[src/rtl/programmable_rate_hex_counter.sv]
// programmable_rate_hex_counter
// A rate divider issues an enable tick at one of four selectable periods. Each
// tick steps a DIGITS-nibble up/down counter that wraps at MAX_COUNT. The
// counter also supports a synchronous load and a pause, and every nibble drives
// one active-low seven-segment digit.
module programmable_rate_hex_counter #(
    parameter int          DIGITS    = 2,
    parameter int          DIV_W     = 28,
    parameter int unsigned RATE0     = 0,
    parameter int unsigned RATE1     = 49999999,
    parameter int unsigned RATE2     = 99999999,
    parameter int unsigned RATE3     = 199999999,
    parameter longint unsigned MAX_COUNT = (64'd1 << (4 * DIGITS)) - 64'd1
) (
    input  logic                  clk,
    input  logic                  reset_n,
    input  logic [1:0]            rate_sel,
    input  logic                  up_down,
    input  logic                  pause,
    input  logic                  load,
    input  logic [4*DIGITS-1:0]   load_value,
    output logic [4*DIGITS-1:0]   count,
    output logic                  tick,
    output logic                  wrap,
    output logic [7*DIGITS-1:0]   hex
);

    localparam int CW = 4 * DIGITS;

    // Terminal values and the wrap point, narrowed to their register widths.
    localparam logic [DIV_W-1:0] TERM0   = RATE0[DIV_W-1:0];
    localparam logic [DIV_W-1:0] TERM1   = RATE1[DIV_W-1:0];
    localparam logic [DIV_W-1:0] TERM2   = RATE2[DIV_W-1:0];
    localparam logic [DIV_W-1:0] TERM3   = RATE3[DIV_W-1:0];
    localparam logic [CW-1:0]    MAX_C   = MAX_COUNT[CW-1:0];
    localparam logic [CW-1:0]    CNT_ONE = {{(CW-1){1'b0}}, 1'b1};
    localparam logic [DIV_W-1:0] DIV_ONE = {{(DIV_W-1){1'b0}}, 1'b1};

    logic [DIV_W-1:0] div_cnt_q, div_cnt_d;
    logic [1:0]       rate_q, rate_d;
    logic [CW-1:0]    count_q, count_d;
    logic             tick_q, tick_d;
    logic             wrap_q, wrap_d;

    logic [DIV_W-1:0] rate_term;
    logic             rate_change;
    logic             fire;

    // Select the terminal value for the currently requested rate.
    always_comb begin
        rate_term = TERM0;
        case (rate_sel)
            2'd0:    rate_term = TERM0;
            2'd1:    rate_term = TERM1;
            2'd2:    rate_term = TERM2;
            default: rate_term = TERM3;
        endcase
    end

    // A changed rate_sel must first be adopted (divider reloaded) before it can
    // fire, so a stale zero in div_cnt never produces a tick at the old rate.
    assign rate_change = (rate_sel != rate_q);
    assign fire        = (div_cnt_q == '0) && !pause && !load && !rate_change;

    // Next state: load beats rate change, rate change beats pause, pause beats fire.
    always_comb begin
        div_cnt_d = div_cnt_q;
        rate_d    = rate_q;
        count_d   = count_q;
        tick_d    = 1'b0;
        wrap_d    = 1'b0;
        if (load) begin
            // Clamp so the counter never holds a value above the wrap point.
            count_d   = (load_value > MAX_C) ? MAX_C : load_value;
            div_cnt_d = rate_term;
            rate_d    = rate_sel;
        end else if (rate_change) begin
            div_cnt_d = rate_term;
            rate_d    = rate_sel;
        end else if (!pause) begin
            if (fire) begin
                div_cnt_d = rate_term;
                tick_d    = 1'b1;
                if (up_down) begin
                    if (count_q == MAX_C) begin
                        count_d = '0;
                        wrap_d  = 1'b1;
                    end else begin
                        count_d = count_q + CNT_ONE;
                    end
                end else begin
                    if (count_q == '0) begin
                        count_d = MAX_C;
                        wrap_d  = 1'b1;
                    end else begin
                        count_d = count_q - CNT_ONE;
                    end
                end
            end else begin
                // div_cnt_q is non-zero here: a zero with no blocker always fires.
                div_cnt_d = div_cnt_q - DIV_ONE;
            end
        end
    end

    // State register with immediate clear on reset_n.
    always_ff @(posedge clk or negedge reset_n) begin
        if (!reset_n) begin
            div_cnt_q <= TERM0;
            rate_q    <= 2'd0;
            count_q   <= '0;
            tick_q    <= 1'b0;
            wrap_q    <= 1'b0;
        end else begin
            div_cnt_q <= div_cnt_d;
            rate_q    <= rate_d;
            count_q   <= count_d;
            tick_q    <= tick_d;
            wrap_q    <= wrap_d;
        end
    end

    assign count = count_q;
    assign tick  = tick_q;
    assign wrap  = wrap_q;

    // Active-low segment pattern, bit 6 = g ... bit 0 = a.
    function automatic logic [6:0] seg7(input logic [3:0] nib);
        logic [6:0] s;
        case (nib)
            4'h0:    s = 7'b1000000;
            4'h1:    s = 7'b1111001;
            4'h2:    s = 7'b0100100;
            4'h3:    s = 7'b0110000;
            4'h4:    s = 7'b0011001;
            4'h5:    s = 7'b0010010;
            4'h6:    s = 7'b0000010;
            4'h7:    s = 7'b1111000;
            4'h8:    s = 7'b0000000;
            4'h9:    s = 7'b0010000;
            4'hA:    s = 7'b0001000;
            4'hB:    s = 7'b0000011;
            4'hC:    s = 7'b1000110;
            4'hD:    s = 7'b0100001;
            4'hE:    s = 7'b0000110;
            default: s = 7'b0001110;
        endcase
        return s;
    endfunction

    // One decoder per nibble, straight from the registered count.
    genvar gi;
    generate
        for (gi = 0; gi < DIGITS; gi++) begin : g_digit
            assign hex[7*gi +: 7] = seg7(count_q[4*gi +: 4]);
        end
    endgenerate

endmodule

[config.mk]
export PLATFORM = sky130hd
export DESIGN_NAME = programmable_rate_hex_counter
export DESIGN_NICKNAME = d
export VERILOG_FILES = /design/src/rtl/programmable_rate_hex_counter.sv
export SDC_FILE = /design/constraint.sdc
export NUM_CORES = 1
export LEC_CHECK = 0
export CAP_MARGIN = 10
export CORE_UTILIZATION = 40
export DETAILED_ROUTE_END_ITERATION = 7
export GPL_ROUTABILITY_DRIVEN = 0
export GPL_TIMING_DRIVEN = 0
export PLACE_DENSITY = 0.64
export SETUP_SLACK_MARGIN = 0.3
export SYNTH_ARGS = -nofsm -noshare
export SYNTH_HDL_FRONTEND = slang
export SYNTH_SLANG_ARGS = --single-unit
[constraint.sdc]
create_clock -name clk -period 2.6 [get_ports clk]
set_input_delay 0.78 -clock clk [delete_from_list [all_inputs] [get_ports clk]]
set_output_delay 0.78 -clock clk [all_outputs]
set_load 0.01 [all_outputs]
==> metrics.yaml <==
power_density_nw_per_um2: 415
ys.warnings.count: 0
ff2ff_setup_slack_ns: 0.36
core.rowCount: 32
syn_to_final_growth_pct: 42.9
relSlewSlack_pct: 64.9
worst_setup_path_start_kind: "flip-flop"
multi_input_area_um2: 2450
p_leak_nw: 1.82
tightest_slew_ns: 0.526
wl_um: 10600
crit_type: "reg2out"
drt_pass1_iterations: 5
required_ns: 1.82
p_int_mw: 1.25
yosys-top-cells-area: "dfrtp_1, ha_1, a21oi_1"
seq_area_frac_synth_pct: 30.4
wl_per_cell_um: 18.2
grt_usage_pct: 24.3
pwr-share-comb_pct: 37.3
seqCellArea_um2: 1010
grt_max_degree: 22
syn_area_um2: 3290
hold_buffers: 0
dr_total_vias: 3590
cp_top_family: "buffers and inverters"
htree_levels: 2
finalSetupViolations: 0
syn_nets: 429
cp-end-kind: "output pin"
core_area_um2: 7850
ant_nets: 0
worst-endpoint-arrival_ns: 1.78
p_switching_mw: 0.697
dp_hpwl_um: 7020
cts_buffer_depth: 2
grt_pass1_wl_um: 16400
die_y_um: 92.7
cp_num_buf_inv: 5
dieWidth_um: 92.7
yosys_most_used_dff: "dfrtp_1"
synth_common_cells: "dfrtp_1, nor2_1, clkbuf_1, nand2_1, a21oi_1"
power_mw: 1.95
portBuffers: 38
synth_edf_count: 0
cts_sinks: 40
avgSynthCellArea_um2: 8.29
grt_pass1_vias: 3188
worst-path-stages: 8
post-route-min-period_ns: 2.56
clk_latency_ns: 0.30
numCtsBuffers: 5
place_area_um2: 3820
antenna_cells: 0
cts.clk_slew.worst_paths_ns: 0.08
yosys.area.top_type: "dfrtp_1"
ff2ff_path_depth: 5
post-route-util_pct: 59.9
cts_tree: "built"
pwr-share-clk_pct: 24.3
synth_most_common_cell: "dfrtp_1"
overflow: 0
status: "finished, final reports clean"
yosysUniqueCellTypes: 65
ios: 39
rsz0062_at_grt: "yes"
final_hold_viol_count: 0
drive_gt1_share_pct: 32.4
dieArea_um2: 8590
synth_cells: 397
drc: 0
initial_core_util_pct: 41.9
crit_path_top_delay_cell: "dfrtp_1"
skew_ns: 0.00499
yosys.area.top_type_share_pct: 30.4
fin_area_um2: 4700
hold_path_class: "in2async"
switching_share_pct: 35.7
async_flop_share_pct: 100
layout.nets: 513
maxCapViolCount: 0
p_seq_share_pct: 38.4
antenna_found_initial: 0
vias_per_cell: 6.16
synth-seq-cells: 40
pre_cts_slack_ns: -0.646
timing.final.ws_setup_ns: 0.0376
crit_fanout: 5
hold_ws_ns: 0.448
cpPeakStageDelay_ns: 0.38
vdd_ir_drop_max_uv: 256
fmax_ghz: 0.390
drtIter0Drc: 386
cts-root-buf: "clkbuf_8"
crit_chain: "clkbuf_8 -> clkinvlp_4 -> buf_4 -> buf_6 -> ha_4 -> o21a_1 -> o21ai_1 -> buf_2"
final.fill_count: 672
drv_slew: 0
period_share_pct: 98.6
## layout make-up
cell class                      instances  area share [%]
Buffer                                 31            6.07
Clock buffer                            7            2.05
Inverter                               13            1.49
Multi-Input combinational cell        313            52.2
Sequential cell                        40            21.4
Tap cell                              102            2.72
Timing Repair Buffer                   77            14.1
## state kept, by name (all words and copies together) (netlist names)
signal and count:
count 8, tick 1, rate_q 2, div_cnt_q 28
wrap 1
## layer usage
metal / part of all wire (%) / track usage [%]
met1: 45 / 35.4
met2: 45 / 36.9
met3: 7.3 / 4.02
met4: 2.2 / 7.18
met5: 0 / 0
## final timing paths
check,to,start
worst max-delay path,hex[5],count[0]
worst min-delay path,div_cnt_q[26],reset_n
worst max register to register,div_cnt_q[19],div_cnt_q[11]
worst min register to register,div_cnt_q[26],div_cnt_q[26]
max in group asynchronous,count[3],reset_n
min in group clk,div_cnt_q[26],div_cnt_q[26]
## power groups by stage
| stage | clock network [mW] | registers [mW] | logic [mW] |
|---|---|---|---|
| detailed placement | 0 | 0.754 | 0.546 |
| global placement | 0 | 0.753 | 0.536 |
| floorplan | 0 | 0.742 | 0.326 |
| CTS | 0.476 | 0.742 | 0.642 |
| global route | 0.504 | 0.756 | 0.782 |
| finish | 0.474 | 0.750 | 0.728 |
## metrics by stage
stage | setup TNS (ns) | std cells
floorplan | 0 | 397
global placement | -31.91 | 537
detailed placement | -18.57 | 538
CTS | 0 | 566
global route | -0.0629 | 583
finish | 0 | 583
## placed cells by master, fill, tap and decap left out, types with 4 or more instances in the layout
cell type	instances
o21a_1	7
mux2i_1	7
nand2b_1	4
nor3_1	14
clkbuf_4	6
a21oi_2	5
dfrtp_1	36
nor2b_1	5
buf_2	17
clkdlybuf4s50_1	19
o21ai_0	11
nor4_4	4
or3_1	7
xor2_1	6
a31oi_1	6
and4_1	4
buf_6	13
buf_4	30
clkbuf_8	15
clkbuf_1	4
nor3_4	4
nor2_1	24
nand4_1	11
nand2_1	19
a21oi_1	19
dfrtp_2	4
nand3_1	17
o31ai_1	10
nand2_2	4
ha_4	7
ha_1	9
xnor2_1	7
o21ai_1	9
inv_1	9
nor4_1	12
## logic make-up after synthesis
family	Yosys count	share of synthesized area, %
buffers and inverters	44	5.44
adder cells (fa/ha/maj)	17	6.47
multiplexers	7	2.13
flip-flops	40	30.4
AO/OA/AOI/OAI	109	22.8
AND/OR/NAND/NOR	167	29.3
XOR/XNOR	13	3.46
## worst register-to-register path: stages (launching register included)
cell	delay, ns
dfrtp_1	0.40
or4_4	0.60
or3_4	0.37
or4_4	0.53
nand3_1	0.11
o311ai_2	0.10
## what timing repair did
item                                    4_1_cts  5_1_grt
setup buffers                                21       17
gates resized for setup                     156       71
endpoints found under the setup margin       52       34
pin swaps                                     7       23
hold endpoints to repair                      0        0
No activity file was read; power rests on OpenSTA's default activity.
